## config.mk

```make
export PLATFORM = sky130hd
export DESIGN_NAME = comparador_serial_di
export DESIGN_NICKNAME = d
export VERILOG_FILES = /design/src/rtl/comparador_serial_di.sv
export SDC_FILE = /design/constraint.sdc
export NUM_CORES = 1
export LEC_CHECK = 0
export BUFFER_PORTS_ARGS = -buffer_cell sky130_fd_sc_hd__buf_2
export CAP_MARGIN = 20
export CORE_MARGIN = 2
export CORE_UTILIZATION = 53
export DETAILED_ROUTE_END_ITERATION = 6
export MAX_ROUTING_LAYER = met4
export PLACE_DENSITY = 0.75
export SYNTH_ARGS = -nofsm -noshare
export SYNTH_HDL_FRONTEND = slang
export SYNTH_SLANG_ARGS = --single-unit
```

## constraint.sdc

```tcl
create_clock -name clk -period 1.68 [get_ports clk]
set_input_delay 0.168 -clock clk [delete_from_list [all_inputs] [get_ports clk]]
set_output_delay 0.168 -clock clk [all_outputs]
set_load 0.02 [all_outputs]
```

## src/rtl/comparador_serial_di.sv

```systemverilog
// comparador_serial_di
// ---------------------------------------------------------------------------
// Bit-serial magnitude comparator. It scans the operands from the LSB up to
// the MSB, one bit per clock. The result uses the same (M,N) cascade encoding
// as the cascaded comparator cells:
//   (1,1) equal, (1,0) A>B, (0,1) A<B, (0,0) no result since reset.
//
// Parameters:
//   WIDTH  : operand width (2..32)
//   SIGNED : 0 = unsigned compare, 1 = two's-complement compare
//
// Ports:
//   clk    : system clock, rising edge
//   reset  : asynchronous, active-high reset
//   start  : load request for A/B; taken only while ready=1
//   A, B   : operands, sampled on the accepting edge
//   ready  : idle and able to accept start
//   done   : one-cycle pulse when M/N/gt/eq/lt have just been updated
//   M, N   : cascade result pair, held until the next completion
//   gt, eq, lt : one-hot decoded result, held until the next completion
//
// Handshake: a compare begins on any rising edge where start=1 and ready=1.
// While ready=0, start is ignored. done rises together with ready, so a start
// presented in the done cycle is accepted back-to-back.
// ---------------------------------------------------------------------------
module comparador_serial_di #(
  parameter int WIDTH  = 8,
  parameter int SIGNED = 0
) (
  input  logic             clk,
  input  logic             reset,
  input  logic             start,
  input  logic [WIDTH-1:0] A,
  input  logic [WIDTH-1:0] B,
  output logic             ready,
  output logic             done,
  output logic             M,
  output logic             N,
  output logic             gt,
  output logic             eq,
  output logic             lt
);

  typedef enum logic {IDLE = 1'b0, RUN = 1'b1} state_t;

  // The counter only has to reach WIDTH-1. It is never allowed to wrap.
  localparam int CW = (WIDTH > 2) ? $clog2(WIDTH) : 1;
  localparam logic [CW-1:0] LAST_BIT = CW'(WIDTH - 1);

  state_t           state;
  logic [WIDTH-1:0] sh_a;
  logic [WIDTH-1:0] sh_b;
  logic [CW-1:0]    cnt;
  logic             work_m;
  logic             work_n;

  logic             last_bit;
  logic             invert;
  logic             m_nx;
  logic             n_nx;

  // Decision for the current bit. Because bits are scanned upward, a
  // differing bit overwrites whatever the lower bits decided. An equal bit
  // keeps the earlier decision. In signed mode the sign bit has the opposite
  // sense, because a 1 in the sign bit marks the smaller value.
  always_comb begin
    last_bit = (cnt == LAST_BIT);
    invert   = (SIGNED != 0) && last_bit;
    m_nx     = work_m;
    n_nx     = work_n;
    if (sh_a[0] && !sh_b[0]) begin
      m_nx = !invert;
      n_nx = invert;
    end else if (!sh_a[0] && sh_b[0]) begin
      m_nx = invert;
      n_nx = !invert;
    end
  end

  always_ff @(posedge clk or posedge reset) begin
    if (reset) begin
      state  <= IDLE;
      ready  <= 1'b1;
      done   <= 1'b0;
      M      <= 1'b0;
      N      <= 1'b0;
      gt     <= 1'b0;
      eq     <= 1'b0;
      lt     <= 1'b0;
      sh_a   <= '0;
      sh_b   <= '0;
      cnt    <= '0;
      work_m <= 1'b0;
      work_n <= 1'b0;
    end else begin
      done <= 1'b0;
      case (state)
        IDLE: begin
          if (start) begin
            sh_a   <= A;
            sh_b   <= B;
            work_m <= 1'b1;
            work_n <= 1'b1;
            cnt    <= '0;
            ready  <= 1'b0;
            state  <= RUN;
          end
        end
        RUN: begin
          work_m <= m_nx;
          work_n <= n_nx;
          sh_a   <= {1'b0, sh_a[WIDTH-1:1]};
          sh_b   <= {1'b0, sh_b[WIDTH-1:1]};
          if (last_bit) begin
            // The final bit is folded straight into the held outputs.
            M     <= m_nx;
            N     <= n_nx;
            gt    <= m_nx && !n_nx;
            eq    <= m_nx && n_nx;
            lt    <= !m_nx && n_nx;
            done  <= 1'b1;
            ready <= 1'b1;
            cnt   <= '0;
            state <= IDLE;
          end else begin
            cnt <= cnt + CW'(1);
          end
        end
        default: state <= IDLE;
      endcase
    end
  end

endmodule
```

# Word-level counts from Yosys, hierarchy flattened
# Cells that the tools add are included.
# classes
n_addsub	1
n_eq_ne	3
n_mux	22
bitwise	1
n_reduce_logical	11
# ops
cell	count
8-bit case mux with 2 select lines	2
8-bit 2-to-1 mux	2
1-bit 2-to-1 mux	11
1-bit case mux with 2 select lines	4
3-bit 2-to-1 mux	2
3-bit case mux with 2 select lines	1
1-bit logical AND	5
1-bit zero test	4
2-bit AND reduction	2
3-bit by 1-bit adder with 3-bit output (second input constant)	1
3-bit == test (second input constant)	1
2-bit by 1-bit inequality test with 1-bit output (second input constant)	1
2-bit inequality test (second input constant)	1
1-bit inverter	1
# totals
ff_bits	29
inputBits	19
wordCells	51

# Logic depth before layout (Yosys ltp)
# logic_depth
ltp_word	6
mapped_depth	6
mapped_depth_nobuf	5

# Least setup slack after synthesis
# OpenSTA, ideal clock, no wires.
# synth_timing
kind	reg-to-reg
start	reg cnt[0]
end	reg gt
setup_time_ns	0.095
t_arrival_ns	1.112
t_required_ns	1.585
path_slack_ns	0.472
stages_incl_launch_ff	7
synth_period_minus_slack_ns	1.208
path_cell_list	dfrtp_1 > ha_1 > ha_1 > nand2_1 > buf_2 > nand2_1 > o31ai_1
# synth_between
elab_chain_len	2
# synth_lines
element	line_no	source
start: declaration	53	logic [CW-1:0] cnt;
start signal: assignment	126	cnt <= cnt + CW'(1);
3-bit == test	67	last_bit = (cnt == LAST_BIT);
2-bit AND reduction (no source line)	--	
end signal: assignment	118	gt <= m_nx && !n_nx;
end: declaration	39	output logic gt,
# Every way passes these cells.
# A chain may end at the register's enable or synchronous reset.

# Worst setup path in the final report
# Same ends and word-level chain as after synthesis.

==> metrics.md <==
| Metric | Value |
|---|---|
| Net switching power | `1.02 mW` |
| Width of the chip | `54.7 um` |
| DP Area | `0.00147 mm2` |
| Total clock sinks | `29` |
| Netlist area before placement | `0.00136 mm2` |
| Mapped Nets | `149` |
| Min setup slack post-route | `0.302 ns` |
| Max Clock Freq | `0.726 GHz` |
| Pwr per Cell Area | `1710 mW/mm2` |
| Type of destination of the critical path | `register` |
| TritonCTS Buffers | `5` |
| Total global routing track utilization | `0.214` |
| First-pass GRT wire length | `4310 um` |
| Number of library cell types mapped by synthesis | `30` |
| Required time reported for the critical path endpoint | `1.90 ns` |
| Worst-margin pin slew | `0.550 ns` |
| Internal power contribution | `1.61 mW` |
| Clk slew on worst S/H paths | `0.09 ns` |
| Total number of yosys warnings | `0` |
| Type of the worst min-delay path | `input pin to register` |
| Unrepaired setup endpoints after global routing | `false` |
| Switching portion of total power | `0.387` |
| Floorplan die height | `54.7 um` |
| Site row count | `18` |
| Core area | `0.00245 mm2` |
| Sum of overflow across all layers after global routing | `0` |
| Worst Clk Skew | `0.00272 ns` |
| Clock tree from TritonCTS | `done` |
| Total wire length after detailed routing | `2350 um` |
| Starting Density | `0.555` |
| Relative max-transition margin | `0.633` |
| Max Buffers Root-to-Sink | `2` |
| Average vias per placed instance | `5.24` |
| Part of the power in combinational logic | `0.379` |
| Compound-Gate Fraction of Synth Area | `0.134` |
| Setup TNS | `0 ns` |
| Kind of critical path | `register to register` |
| Adder-Cell Fraction of Synth Area | `0.0358` |
| Hold buffer count at CTS | `1` |
| Number of vias after detailed routing | `964` |
| Gates resized, CTS repair | `0` |
| Finished layout cell area | `0.00154 mm2` |
| Via count of the first global-routing pass | `1,041` |
| Flops & latches, synth | `29` |
| First-pass iteration count of the detailed router | `4` |
| Count of pins on the block boundary | `26` |
| Antenna violations before repair | `0` |
| Cell types occupying the most area after synthesis | `dfrtp_1 51%, mux2i_1 12%, o21ai_1 7.3%` |
| Crit path DAT | `1.59 ns` |
| Number of violations of the max-capacitance limit | `0` |
| Root buffer selected by CTS | `clkbuf_4` |
| Fin crit share | `0.820` |
| Top-area cell type share of the netlist area | `0.514` |
| Crit-path max FO | `11` |
| Die footprint | `0.00299 mm2` |
| Multiplexer fraction of the synthesized cell area | `0.118` |
| Main combinational cell family by area after synthesis | `compound AO/OA/AOI/OAI gates` |
| Endpoints failing setup | `0` |
| Clk Latency, worst-skew pair | `0.32 ns` |
| Antenna violation net count after detailed routing | `0` |
| Area growth from synthesis to layout | `12.9%` |
| Outcome | `finished clean` |
| Final-report hold violation count | `0` |
| Post-layout minimum cycle time | `1.38 ns` |
| Per-cell routed wire length | `12.8 um` |
| Peak ir drop on the vdd network | `1.09 mV` |
| Clk pwr share | `0.161` |
| Max-slew violations | `0` |
| Number of standard cells after synthesis | `127` |
| Fraction of final layout cells with drive strength greater than 1 | `0.273` |
| Number of buffers inserted to repair setup after CTS | `0` |
| DP HPWL | `1690 um` |
| Antenna diodes | `0` |
| H-tree depth | `2` |
| Kind of start point of the critical path | `register` |
| Initial drt markers | `13` |
| Post-synthesis sequential area ratio | `0.534` |
| Power share of the sequential group | `0.461` |
| Simple-Gate Fraction of Synth Area | `0.104` |
| Setup slack of the most critical reg-to-reg path | `0.30 ns` |
| Weighted congestion reported at the end of routability-driven placement | `0.728` |
| Number of buffers added on ports | `25` |
| Pin count of the biggest net entering global routing | `30` |
| Synth Area per Inst | `10.7 um2` |
| Post-synth top area cell | `dfrtp_1` |
| Number of remaining DRC errors | `0` |
| Xor and xnor fraction of the mapped netlist area | `0.00643` |
| Final net count | `176` |
| Post-placement setup slack | `0.330 ns` |
| Leakage | `0.776 nW` |
==> worst max-delay path: stages (launching register included) <==
cell and delay [ns]:
dfrtp_1 0.38, ha_1 0.19, ha_1 0.15, nand2_1 0.20, o31ai_1 0.34
==> power groups by stage <==
stage / Combinational, mW / Clock (mW) / Sequential (mW)
4_1_cts: 1.01 / 0.439 / 1.21
2_1_floorplan: 0.790 / 0 / 1.23
3_5_place_dp: 1.01 / 0 / 1.22
5_1_grt: 1.15 / 0.469 / 1.26
3_3_place_gp: 0.956 / 0 / 1.19
6_report: 0.995 / 0.422 / 1.21
==> kinds of logic after synthesis <==
group                      after synthesis
buffers and inverters                   14
muxes                                   16
xor gates and xnor gates                 1
DFF                                     29
adders and majority gates                4
AOI/OAI and AO/OA                       31
and+or+nand+nor                         32
==> synth_stat cells <==
| master | number |
|---|---|
| dfrtp_1 | 28 |
| nand2_1 | 22 |
| o21ai_1 | 20 |
| mux2i_1 | 16 |
| buf_2 | 3 |
| ha_1 | 3 |
| inv_1 | 3 |
| nand2b_1 | 3 |
| nor2_1 | 3 |
| a21oi_1 | 2 |
| buf_4 | 2 |
| buf_8 | 2 |
| inv_2 | 2 |
| o21ai_0 | 2 |
| a21bo_2 | 1 |
| a22o_1 | 1 |
| a22oi_2 | 1 |
| a31oi_1 | 1 |
| buf_6 | 1 |
| clkbuf_1 | 1 |
| dfstp_2 | 1 |
| maj3_2 | 1 |
| nand3_1 | 1 |
| nor2_4 | 1 |
| nor3_1 | 1 |
| nor3b_1 | 1 |
| o21ai_2 | 1 |
| o2bb2ai_1 | 1 |
| o31ai_1 | 1 |
| xnor2_1 | 1 |
==> layer usage <==
metal | up-vias | share of wire | global-route usage
met5 | - | 0 | -
met4 | 0 | 0.018 | 0.100
met3 | 5 | 0.044 | 0.0574
met2 | 22 | 0.50 | 0.357
met1 | 450 | 0.44 | 0.237
li1 | 487 | - | -
==> state kept, by name (all words and copies together) (netlist names) <==
register	count
sh_a	8
sh_b	8
cnt	3
M	1
N	1
done	1
eq	1
gt	1
lt	1
ready	1
state	1
work_m	1
work_n	1
==> path summary, 6_finish.rpt <==
kind | start | to | cells after the start
setup / recovery | cnt[0]$_DFFE_PP0P_ | gt$_DFFE_PP0P_ | 4
hold / removal | B[7] | sh_b[7]$_DFFE_PP0P_ | 3
setup reg to reg | cnt[0]$_DFFE_PP0P_ | gt$_DFFE_PP0P_ | 4
hold reg to reg | N$_DFFE_PP0P_ | N$_DFFE_PP0P_ | 2
max in group asynchronous | reset | ready$_DFFE_PP1P_ | 4
min in group asynchronous | reset | sh_a[7]$_DFFE_PP0P_ | 4
==> stage by stage <==
stage | std cells | hold WS, ns | util | power (mW)
global placement | 176 | 0.244 | 0.600 | 2.15
finish | 184 | 0.0869 | 0.626 | 2.63
floorplan | 127 | 0.245 | - | 2.02
global route | 184 | 0.0895 | 0.626 | 2.88
detailed placement | 176 | 0.255 | 0.600 | 2.23
CTS | 184 | 0.0798 | 0.626 | 2.66
==> layout make-up <==
cell class	count	area (um2)
fillers	221	917
flip-flops and latches	29	727
multi-input cells	84	542
repair buffers	29	158
clock buffers	7	55.1
well taps	30	37.5
inverters	5	18.8
==> placed cells by master (no fill, tap or decap), drive strengths merged <==
cell,n
a21bo,1
maj3,1
nand3,1
nor2,4
xnor2,1
ha,3
a22o,1
a31oi,1
dlygate4sd3,1
a21oi,2
o31ai,1
dfrtp,28
o21ai,23
o2bb2ai,1
dfstp,1
nand2b,3
buf,28
nor3,1
inv,5
a22oi,1
clkbuf,7
nor3b,1
nand2,22
mux2i,16
(Power assumes the default switching activity.)
